$ cat src/rtl/sdram_wr_burst_buf_if.sv
// Write-stream and burst-issue signals of the SDRAM write burst buffer.
// The master drives words in and plays the controller; the slave is the buffer.
interface sdram_wr_burst_buf_if #(
    parameter int BURST_LEN = 8
);
    localparam int CW = $clog2(BURST_LEN) + 1;

    logic [15:0]   wr_data;
    logic [31:0]   wr_addr;
    logic          wr_valid;
    logic          wr_ready;
    logic          bst_req;
    logic [31:0]   bst_addr;
    logic [CW-1:0] bst_len;
    logic          bst_ack;
    logic          bst_rd;
    logic [15:0]   bst_data;
    logic          bst_done;

    modport master (
        output wr_data, wr_addr, wr_valid, bst_ack, bst_rd,
        input  wr_ready, bst_req, bst_addr, bst_len, bst_data, bst_done
    );

    modport slave (
        input  wr_data, wr_addr, wr_valid, bst_ack, bst_rd,
        output wr_ready, bst_req, bst_addr, bst_len, bst_data, bst_done
    );
endinterface

$ cat src/rtl/sdram_wr_burst_buf.sv
// Collects address-contiguous write words into two ping-pong banks and hands
// each closed bank to the SDRAM controller as a single request/pull burst.
module sdram_wr_burst_buf #(
    parameter int BURST_LEN = 8,
    parameter int TIMEOUT   = 256
) (
    input  logic                sdram_clk_i,
    input  logic                rst_i,
    sdram_wr_burst_buf_if.slave bus
);
    localparam int LW = $clog2(BURST_LEN);
    localparam int CW = LW + 1;
    localparam int TW = $clog2(TIMEOUT + 1);

    typedef enum logic [1:0] {B_FREE, B_FILL, B_READY, B_XFER} bank_st_e;
    typedef enum logic [1:0] {S_IDLE, S_REQ, S_XFER, S_DONE} fsm_st_e;

    bank_st_e      bank_st_q [2];
    bank_st_e      bank_st_d [2];
    logic [31:0]   base_q [2];
    logic [31:0]   base_d [2];
    logic [CW-1:0] cnt_q [2];
    logic [CW-1:0] cnt_d [2];
    logic [15:0]   mem_q [2][BURST_LEN];
    logic          fill_sel_q, fill_sel_d;
    logic          srv_sel_q, srv_sel_d;
    logic [LW-1:0] rd_idx_q, rd_idx_d;
    logic [TW-1:0] idle_q, idle_d;
    fsm_st_e       state_q, state_d;

    bank_st_e      fill_st;
    logic [CW-1:0] fill_cnt;
    logic [31:0]   next_addr;
    logic          fill_open;
    logic          disc;
    logic          wr_ready;
    logic          accept;
    logic          last_word;
    logic          tmo;
    logic          close;
    logic          xfer_last;
    logic          other_free;

    always_comb begin
        fill_st    = bank_st_q[fill_sel_q];
        fill_cnt   = cnt_q[fill_sel_q];
        next_addr  = base_q[fill_sel_q] + 32'(fill_cnt);
        fill_open  = (fill_st == B_FREE) || (fill_st == B_FILL);
        disc       = bus.wr_valid && (fill_st == B_FILL) && (bus.wr_addr != next_addr);
        wr_ready   = !rst_i && fill_open && !disc;
        accept     = bus.wr_valid && wr_ready;
        // Closing on an all-ones low address keeps bursts inside one aligned block.
        last_word  = accept && ((fill_cnt == CW'(BURST_LEN - 1)) || (&bus.wr_addr[LW-1:0]));
        tmo        = (fill_st == B_FILL) && !accept && (idle_q >= TW'(TIMEOUT - 1));
        close      = last_word || disc || tmo;
        xfer_last  = (state_q == S_XFER) && bus.bst_rd &&
                     ({1'b0, rd_idx_q} == (cnt_q[srv_sel_q] - CW'(1)));
        other_free = (bank_st_q[!fill_sel_q] == B_FREE) ||
                     (xfer_last && (srv_sel_q != fill_sel_q));
    end

    always_comb begin
        bank_st_d  = bank_st_q;
        base_d     = base_q;
        cnt_d      = cnt_q;
        fill_sel_d = fill_sel_q;
        srv_sel_d  = srv_sel_q;
        idle_d     = idle_q;
        if (accept) begin
            if (fill_cnt == '0) begin
                base_d[fill_sel_q] = bus.wr_addr;
            end
            cnt_d[fill_sel_q]     = fill_cnt + CW'(1);
            bank_st_d[fill_sel_q] = B_FILL;
        end
        if (close) begin
            bank_st_d[fill_sel_q] = B_READY;
        end
        if ((state_q == S_REQ) && bus.bst_ack) begin
            bank_st_d[srv_sel_q] = B_XFER;
        end
        if (xfer_last) begin
            bank_st_d[srv_sel_q] = B_FREE;
            cnt_d[srv_sel_q]     = '0;
            srv_sel_d            = !srv_sel_q;
        end
        // Banks close strictly alternately, so serving alternately preserves order.
        if ((close || !fill_open) && other_free) begin
            fill_sel_d = !fill_sel_q;
        end
        if (accept || close) begin
            idle_d = '0;
        end else if ((fill_st == B_FILL) && (idle_q != TW'(TIMEOUT))) begin
            idle_d = idle_q + TW'(1);
        end
    end

    always_comb begin
        state_d  = state_q;
        rd_idx_d = rd_idx_q;
        case (state_q)
            S_IDLE: begin
                if (bank_st_q[srv_sel_q] == B_READY) begin
                    state_d = S_REQ;
                end
            end
            S_REQ: begin
                if (bus.bst_ack) begin
                    state_d  = S_XFER;
                    rd_idx_d = '0;
                end
            end
            S_XFER: begin
                if (xfer_last) begin
                    state_d  = S_DONE;
                    rd_idx_d = '0;
                end else if (bus.bst_rd) begin
                    rd_idx_d = rd_idx_q + LW'(1);
                end
            end
            S_DONE: begin
                state_d = S_IDLE;
            end
            default: begin
                state_d = S_IDLE;
            end
        endcase
    end

    always_ff @(posedge sdram_clk_i) begin
        if (rst_i) begin
            bank_st_q  <= '{B_FREE, B_FREE};
            base_q     <= '{default: '0};
            cnt_q      <= '{default: '0};
            fill_sel_q <= 1'b0;
            srv_sel_q  <= 1'b0;
            rd_idx_q   <= '0;
            idle_q     <= '0;
            state_q    <= S_IDLE;
        end else begin
            bank_st_q  <= bank_st_d;
            base_q     <= base_d;
            cnt_q      <= cnt_d;
            fill_sel_q <= fill_sel_d;
            srv_sel_q  <= srv_sel_d;
            rd_idx_q   <= rd_idx_d;
            idle_q     <= idle_d;
            state_q    <= state_d;
        end
    end

    always_ff @(posedge sdram_clk_i) begin
        if (accept) begin
            mem_q[fill_sel_q][fill_cnt[LW-1:0]] <= bus.wr_data;
        end
    end

    assign bus.wr_ready = wr_ready;
    assign bus.bst_req  = (state_q == S_REQ);
    assign bus.bst_addr = (state_q == S_REQ) ? base_q[srv_sel_q] : '0;
    assign bus.bst_len  = (state_q == S_REQ) ? cnt_q[srv_sel_q] : '0;
    assign bus.bst_data = (state_q == S_XFER) ? mem_q[srv_sel_q][rd_idx_q] : '0;
    assign bus.bst_done = (state_q == S_DONE);
endmodule

$ cat src/flat_wrapper.sv
// flat-port wrapper written by rule: the top's interface ports become plain ports
module sdram_wr_burst_buf_flat 
#(
    parameter int BURST_LEN = 8,
    parameter int TIMEOUT   = 256
)
  (sdram_clk_i, rst_i, bus_wr_data, bus_wr_addr, bus_wr_valid, bus_bst_ack, bus_bst_rd, bus_wr_ready, bus_bst_req, bus_bst_addr, bus_bst_len, bus_bst_data, bus_bst_done);
  sdram_wr_burst_buf_if #(.BURST_LEN(BURST_LEN)) bus_i ();
  input  logic sdram_clk_i;
  input  logic rst_i;
  input wire logic [$bits(bus_i.wr_data)-1:0] bus_wr_data;
  input wire logic [$bits(bus_i.wr_addr)-1:0] bus_wr_addr;
  input wire logic [$bits(bus_i.wr_valid)-1:0] bus_wr_valid;
  input wire logic [$bits(bus_i.bst_ack)-1:0] bus_bst_ack;
  input wire logic [$bits(bus_i.bst_rd)-1:0] bus_bst_rd;
  output wire logic [$bits(bus_i.wr_ready)-1:0] bus_wr_ready;
  output wire logic [$bits(bus_i.bst_req)-1:0] bus_bst_req;
  output wire logic [$bits(bus_i.bst_addr)-1:0] bus_bst_addr;
  output wire logic [$bits(bus_i.bst_len)-1:0] bus_bst_len;
  output wire logic [$bits(bus_i.bst_data)-1:0] bus_bst_data;
  output wire logic [$bits(bus_i.bst_done)-1:0] bus_bst_done;
  assign bus_i.wr_data = bus_wr_data;
  assign bus_i.wr_addr = bus_wr_addr;
  assign bus_i.wr_valid = bus_wr_valid;
  assign bus_i.bst_ack = bus_bst_ack;
  assign bus_i.bst_rd = bus_bst_rd;
  assign bus_wr_ready = bus_i.wr_ready;
  assign bus_bst_req = bus_i.bst_req;
  assign bus_bst_addr = bus_i.bst_addr;
  assign bus_bst_len = bus_i.bst_len;
  assign bus_bst_data = bus_i.bst_data;
  assign bus_bst_done = bus_i.bst_done;
  sdram_wr_burst_buf #(.BURST_LEN(BURST_LEN), .TIMEOUT(TIMEOUT)) u_core (.sdram_clk_i(sdram_clk_i), .rst_i(rst_i), .bus(bus_i));
endmodule
$ cat config.mk
export PLATFORM = sky130hd
export DESIGN_NAME = sdram_wr_burst_buf_flat
export DESIGN_NICKNAME = d
export VERILOG_FILES = /design/src/rtl/sdram_wr_burst_buf_if.sv /design/src/rtl/sdram_wr_burst_buf.sv /design/src/flat_wrapper.sv
export SDC_FILE = /design/constraint.sdc
export NUM_CORES = 1
export LEC_CHECK = 0
export BUFFER_PORTS_ARGS = -buffer_cell sky130_fd_sc_hd__buf_4
export CAP_MARGIN = 0
export CORE_MARGIN = 4
export CORE_UTILIZATION = 60
export CTS_CLUSTER_DIAMETER = 120
export CTS_CLUSTER_SIZE = 28
export DETAILED_ROUTE_END_ITERATION = 16
export PLACE_DENSITY_LB_ADDON = 0.15
export SYNTH_ARGS = -nofsm -noshare
export SYNTH_HDL_FRONTEND = slang
export SYNTH_SLANG_ARGS = --single-unit
export TNS_END_PERCENT = 5
$ cat constraint.sdc
create_clock -name sdram_clk_i -period 7.7 [get_ports sdram_clk_i]
set_input_delay 1.155 -clock sdram_clk_i [delete_from_list [all_inputs] [get_ports sdram_clk_i]]
set_output_delay 1.155 -clock sdram_clk_i [all_outputs]
set_load 0.01 [all_outputs]
==> Word-level counts from Yosys, hierarchy flattened <==
Memories as Yosys holds them, arrays and structs flattened. A register that Yosys moved wholly into a read port is not among the register bits.
Index checks and enable logic that the tools add are counted.
Widths: inputs -> output; s select.
{ "word_totals": {"ff_bits": 92, "ramBits": 256, "output_inout_bits": 55, "wordCells": 155, "n_memories": 1} }
{ "classes": {"add_sub_neg": 5, "order_cmp": 9, "n_eq_ne": 14, "muxes": 59, "n_bitwise": 16, "reduce_logical": 40} }
{ "mem_list": {"columns": ["memory", "words", "word_bits", "read_ports", "rd_ports_with_merged_regs", "write_ports", "line_no", "rtl"], "rows": [
  ["u_core.mem_q", 2, 128, 1, 1, 1, "sdram_wr_burst_buf.sv:24", "logic [15:0] mem_q [2][BURST_LEN];"]
]} }
{ "ops": {"columns": ["op", "count"], "rows": [
  ["$mux 32", 8],
  ["$mux 128", 1],
  ["$bwmux 64", 1],
  ["$mux 16", 4],
  ["$mux 4", 13],
  ["$bmux 16 s3", 1],
  ["$demux 16 s3", 1],
  ["$add 32x4->32", 1],
  ["$demux 32 s1", 1],
  ["$ne 32x32->1", 1],
  ["$mux 2", 14],
  ["$logic_and 1x1->1", 17],
  ["$mux 8", 2],
  ["$add 9x1->9 const B", 1],
  ["$ge 9x8->1 const B", 1],
  ["$mux 3", 3],
  ["$ne 9x9->1 const B", 1],
  ["$reduce_and 3->1", 3],
  ["$and 8x8->8", 1],
  ["$bwmux 8", 1],
  ["$demux 4 s1", 2],
  ["$ge 4x4->1 const B", 2],
  ["$not 3->4", 2],
  ["$not 8->8", 1],
  ["32 further kinds", 60]
]} }

==> Depth between registers and ports, before layout <==
{ "logic_depth": {"depth_word": 19, "depth_mapped": 21} }

==> Worst setup path after synthesis <==
No wires, ideal clock.
{ "synth_path": {"kind": "reg-to-reg", "startpoint": "register u_core.fill_sel_q", "endpoint": "memory u_core.mem_q[0][112] in the netlist's numbering, enable pin", "setup_ns": 0.430, "t_arrival_ns": 6.432, "setup_slack_ns": 0.838, "stages_incl_launch_ff": 19, "n_path_buf": 6, "synth_period_minus_slack_ns": 6.862, "cell_sequence": "dfxtp_1 -> buf_6 -> buf_6 -> buf_6 -> buf_2 -> buf_2 -> mux2i_1 -> clkinv_1 -> ha_1 -> nand3_1 -> a211oi_1 -> mux2i_1 -> a2111oi_2 -> nand4_1 -> or4_4 -> o311ai_4 -> nand2_2 -> buf_2 -> nor4_1"} }
{ "synth_via": {"elab_chain_cells": 12} }
{ "synth_rtl": {"columns": ["item", "line_no", "rtl"], "rows": [
  ["start: declaration", "sdram_wr_burst_buf.sv:25", "logic fill_sel_q, fill_sel_d;"],
  ["start signal: assignment", "sdram_wr_burst_buf.sv:144", "fill_sel_q <= fill_sel_d;"],
  ["$not 1->2 (implied by the code)", "sdram_wr_burst_buf.sv:45, sdram_wr_burst_buf.sv:46, sdram_wr_burst_buf.sv:47", null],
  ["$mux 32 (implied by the code) (tied with other cells) (3 in series)", "sdram_wr_burst_buf.sv:47", "next_addr = base_q[fill_sel_q] + 32'(fill_cnt);"],
  ["$add 32x4->32 or $eq 2x1->1 (tied branches)", "sdram_wr_burst_buf.sv:47, sdram_wr_burst_buf.sv:48, sdram_wr_burst_buf.sv:49", null],
  ["$ne 32x32->1 or $logic_and 1x1->1 (tied branches)", "sdram_wr_burst_buf.sv:49", "disc = bus.wr_valid && (fill_st == B_FILL) && (bus.wr_addr != next_addr);"],
  ["$logic_and 1x1->1", "sdram_wr_burst_buf.sv:49", null],
  ["$logic_not 1->1", "sdram_wr_burst_buf.sv:50", "wr_ready = !rst_i && fill_open && !disc;"],
  ["$logic_and 1x1->1", "sdram_wr_burst_buf.sv:50", null],
  ["$logic_and 1x1->1", "sdram_wr_burst_buf.sv:51", "accept = bus.wr_valid && wr_ready;"],
  ["$mux 1", "sdram_wr_burst_buf.sv:153", "if (accept) begin"],
  ["$mux 128 (implied by the code)", "sdram_wr_burst_buf.sv:154", "mem_q[fill_sel_q][fill_cnt[LW-1:0]] <= bus.wr_data;"],
  ["end: declaration", "sdram_wr_burst_buf.sv:24", null]
]} }
Parallel ways exist; a longest one is shown, timed or not. The select of a mux whose other input is x is not followed.

==> Worst setup path after layout <==
{ "layout_path": {"startpoint": "register u_core.fill_sel_q", "endpoint": "output bus_wr_ready"} }
{ "layout_via": {"elab_chain_cells": 9} }
{ "layout_rtl": {"columns": ["item", "line_no", "rtl"], "rows": [
  ["$not 1->2 (implied by the code) (*)", "sdram_wr_burst_buf.sv:45, sdram_wr_burst_buf.sv:46, sdram_wr_burst_buf.sv:47", null],
  ["$mux 32 (implied by the code) (tied with other cells) (3 in series)", "sdram_wr_burst_buf.sv:47", null],
  ["$add 32x4->32 or $eq 2x1->1 (tied branches)", "sdram_wr_burst_buf.sv:47, sdram_wr_burst_buf.sv:48, sdram_wr_burst_buf.sv:49", null],
  ["$ne 32x32->1 or $logic_and 1x1->1 (tied branches)", "sdram_wr_burst_buf.sv:49", null],
  ["$logic_and 1x1->1", "sdram_wr_burst_buf.sv:49", null],
  ["$logic_not 1->1", "sdram_wr_burst_buf.sv:50", null],
  ["$logic_and 1x1->1 (*)", "sdram_wr_burst_buf.sv:50", null],
  ["end: declaration", "flat_wrapper.sv:16", "output wire logic [$bits(bus_i.wr_ready)-1:0] bus_wr_ready;"]
]} }
Mark *: on every way between the ends. The rest lies on a longest branch, timed or not. The select of a mux whose other input is x is not followed.

==> impl_metrics.py <==
metrics = {
    "synthesis": {
        "ys_seq_area_frac": 0.579,
        "synth-edff-count": 256,
        "syn_area_per_cell_um2": 13.4,
        "synth_area_mm2": 0.0165,
        "synth.distinct_cells": 73,
        "yosys_register_bits": 349,
        "ys_warn_count": 0,
        "synth_cells": 1228,
        "async_flop_share": 0,
        "synth_nets": 1297,
        "synthFlopType": "edfxtp_1",
    },
    "worst_setup_path": {
        "crit_fanout": 50,
        "cp-start-kind": "flip-flop",
        "r2r_cells": 14,
        "criticalPathCategory": "flip-flop to primary output",
        "end_kind": "primary output",
        "arrival_ns": 5.55,
        "critPathRequiredTime_ns": 6.55,
    },
    "min_path": {
        "hold_class": "flip-flop to flip-flop",
        "hold_depth": 2,
    },
    "route": {
        "via_count": 10800,
        "wl_met1_um": 16200,
        "wl_um": 39700,
        "vias_per_cell": 6.52,
        "wl_met3_um": 2090,
        "wl_per_cell_um": 23.9,
        "drcViolationCount": 0,
        "firstDrtPassIters": 6,
        "highest_layer": "met4",
        "drt_first_iter_violations": 1019,
        "route.met2.wl_um": 20500,
        "ant_nets": 0,
    },
    "clocking": {
        "tritoncts": "built",
        "post_cts_resized": 0,
        "htree_levels": 1,
        "root_buffer": "clkbuf_16",
        "post_cts_buffers": 0,
        "cts_buffers": 16,
        "cts-hold-fix-buffers": 0,
        "clk_pin_slew_ns": 0.12,
        "clk_latency_ns": 0.52,
        "cts.sinks": 349,
        "clock_path_buffers": 3,
    },
    "power_and_ir_drop": {
        "peakVddDrop_mv": 0.172,
        "p_int_w": 0.00284,
        "p_switching_w": 0.00114,
        "powerDensity_mw_per_mm2": 218,
        "comb_power_share": 0.206,
        "pwr-share-seq": 0.546,
        "sw_frac_of_total": 0.286,
        "power_leakage_nw": 5.69,
        "p_clk_frac": 0.247,
    },
    "global_route": {
        "grt_max_degree": 75,
        "grt_pass1_vias": 10700,
        "gr-usage-all-layers": 0.258,
        "grt-ovfl-total": 0,
        "grt_pass1_wl_um": 61700,
        "antenna_found_initial": 0,
    },
    "floorplan": {
        "die-width_um": 174,
        "io_pins": 108,
        "core-area_mm2": 0.0270,
        "dieArea_mm2": 0.0302,
        "chipHeight_um": 174,
        "start_util": 0.610,
        "rows": 60,
    },
    "cells_and_area": {
        "fillers": 1973,
        "diodes": 0,
        "drive_gt1_frac": 0.214,
        "final_cell_area_mm2": 0.0183,
        "area_delta_synth_final_pct": 10.8,
        "final_nets": 1379,
    },
    "sta": {
        "tns_ns": 0,
        "max_slew.worst_pin.slew_ns": 0.996,
        "slew_viol_final": 0,
        "period_minus_slack_ns": 6.70,
        "rsz0062_at_grt": "false",
        "post-route-period-util": 0.870,
        "hold_viol": 0,
        "skew_ns": 0.0289,
        "max_clock_freq_mhz": 149,
        "finalSetupViolCount": 0,
        "slew_headroom": 0.336,
    },
    "run": {
        "cap_viol_max_count": 0,
    },
    "place": {
        "numPortBuffers": 107,
        "place.gp.congestion": 0.910,
        "placed_area_mm2": 0.0178,
        "place_hpwl_um": 25300,
    },
    "run_status": {
        "status": "finished, final reports clean",
    },
}
==> placed cells by master, fill, tap and decap left out, types with 23 or more instances in the layout <==
cell | Yosys | final
nand2_1 | 23 | 23
nor2_1 | 36 | 36
mux4_2 | 80 | 80
buf_4 | 1 | 141
o21ai_0 | 55 | 55
nor2b_1 | 40 | 40
xnor2_1 | 29 | 29
nand3_1 | 93 | 93
a21oi_1 | 83 | 83
edfxtp_1 | 256 | 256
xor2_1 | 27 | 27
o21ai_1 | 24 | 24
dfxtp_1 | 93 | 89
mux2i_1 | 74 | 74
==> critical path, stage by stage (launching register included) <==
cell and delay [ns]:
dfxtp_4 0.72, mux2i_1 0.86, inv_2 0.31, ha_1 0.33, fa_1 0.41, nand3_1 0.24, a22oi_1 0.17, and3_1 0.17
or3_1 0.39, nand4b_1 0.18, nor4_1 0.58, a41o_2 0.31, and2_1 0.20, buf_4 0.15
==> path summary, 6_finish.rpt <==
kind | startpoint | end | slack [ns]
setup reg to reg | u_core.fill_sel_q | u_core.mem_q[0][100] | 1.49
hold reg to reg | u_core.base_q[63] | u_core.base_q[63] | 0.50
setup / recovery | u_core.fill_sel_q | bus_wr_ready | 1.0
hold / removal | u_core.base_q[63] | u_core.base_q[63] | 0.50
==> per-stage QoR <==
step	power, W	std cells	hold WS, ns	util	setup slack [ns]
floorplan	0.00276	1228	0.446	-	0.838
global placement	0.00302	1633	0.463	0.658	1.69
detailed placement	0.00304	1633	0.476	0.658	1.54
CTS	0.00400	1661	0.498	0.676	0.975
global route	0.00416	1661	0.524	0.676	0.617
finish	0.00398	1661	0.498	0.676	0.998
==> kinds of logic after synthesis <==
family | synth area share
xor+xnor | 0.0298
fa+ha+maj | 0.0126
simple gates | 0.110
flops | 0.579
compound gates | 0.0850
buf+inv | 0.0238
mux | 0.159
==> sequential cells by signal (all words and copies together) (netlist names), named ones only <==
| name | count |
|---|---|
| u_core.cnt_q | 8 |
| u_core.rd_idx_q | 3 |
| u_core.fill_sel_q | 1 |
| u_core.bank_st_q | 4 |
| u_core.mem_q | 256 |
| u_core.base_q | 64 |
| u_core.state_q | 2 |
| u_core.srv_sel_q | 1 |
| u_core.idle_q | 9 |
==> power groups by stage <==
| stage | clock (W) | combinational, W | sequential (W) |
|---|---|---|---|
| 3_5_place_dp | 0 | 0.000819 | 0.00222 |
| 2_1_floorplan | 0 | 0.000593 | 0.00217 |
| 4_1_cts | 0.00101 | 0.000823 | 0.00217 |
| 5_1_grt | 0.00108 | 0.000886 | 0.00219 |
| 6_report | 0.000985 | 0.000821 | 0.00218 |
| 3_3_place_gp | 0 | 0.000807 | 0.00221 |
==> Yosys cell counts, types with 6 or more instances <==
cell,count,area share
and2_1,20,0.0076
a21oi_1,83,0.025
nand3b_1,14,0.0064
edfxtp_1,256,0.47
o21ai_1,24,0.0073
nor3_1,8,0.0024
nand2_1,23,0.0052
nand4_1,20,0.0076
nor2b_1,40,0.015
nor4_1,16,0.0061
and3_1,11,0.0042
ha_1,15,0.011
nand3_1,93,0.028
nor2_1,36,0.0082
a211oi_1,6,0.0027
xor2_1,27,0.014
xnor2_1,29,0.015
mux2i_1,74,0.045
a22oi_1,12,0.0055
nor3b_1,6,0.0027
clkbuf_1,56,0.013
buf_1,11,0.0025
o21ai_0,55,0.017
or3_1,7,0.0027
dfxtp_1,93,0.11
mux4_2,80,0.11
mux2_2,6,0.0041
inv_1,15,0.0034
==> final cells by class <==
class,instances,area [um2],area share
sequential,349,9560,0.523
multi-input combinational,785,6680,0.366
timing repair buffer,141,1060,0.0580
clock buffer,27,463,0.0253
tap,341,427,0.0234
inverter,17,63.8,0.00349
clock inverter,1,16.3,0.000891
==> metal layers <==
| metal | global-route usage | vias up |
|---|---|---|
| met3 | 0.0229 | 58 |
| met1 | 0.354 | 5446 |
| met2 | 0.452 | 385 |
| met5 | 0 | - |
| li1 | - | 4936 |
| met4 | 0.0610 | 0 |
(Power assumes the default switching activity.)
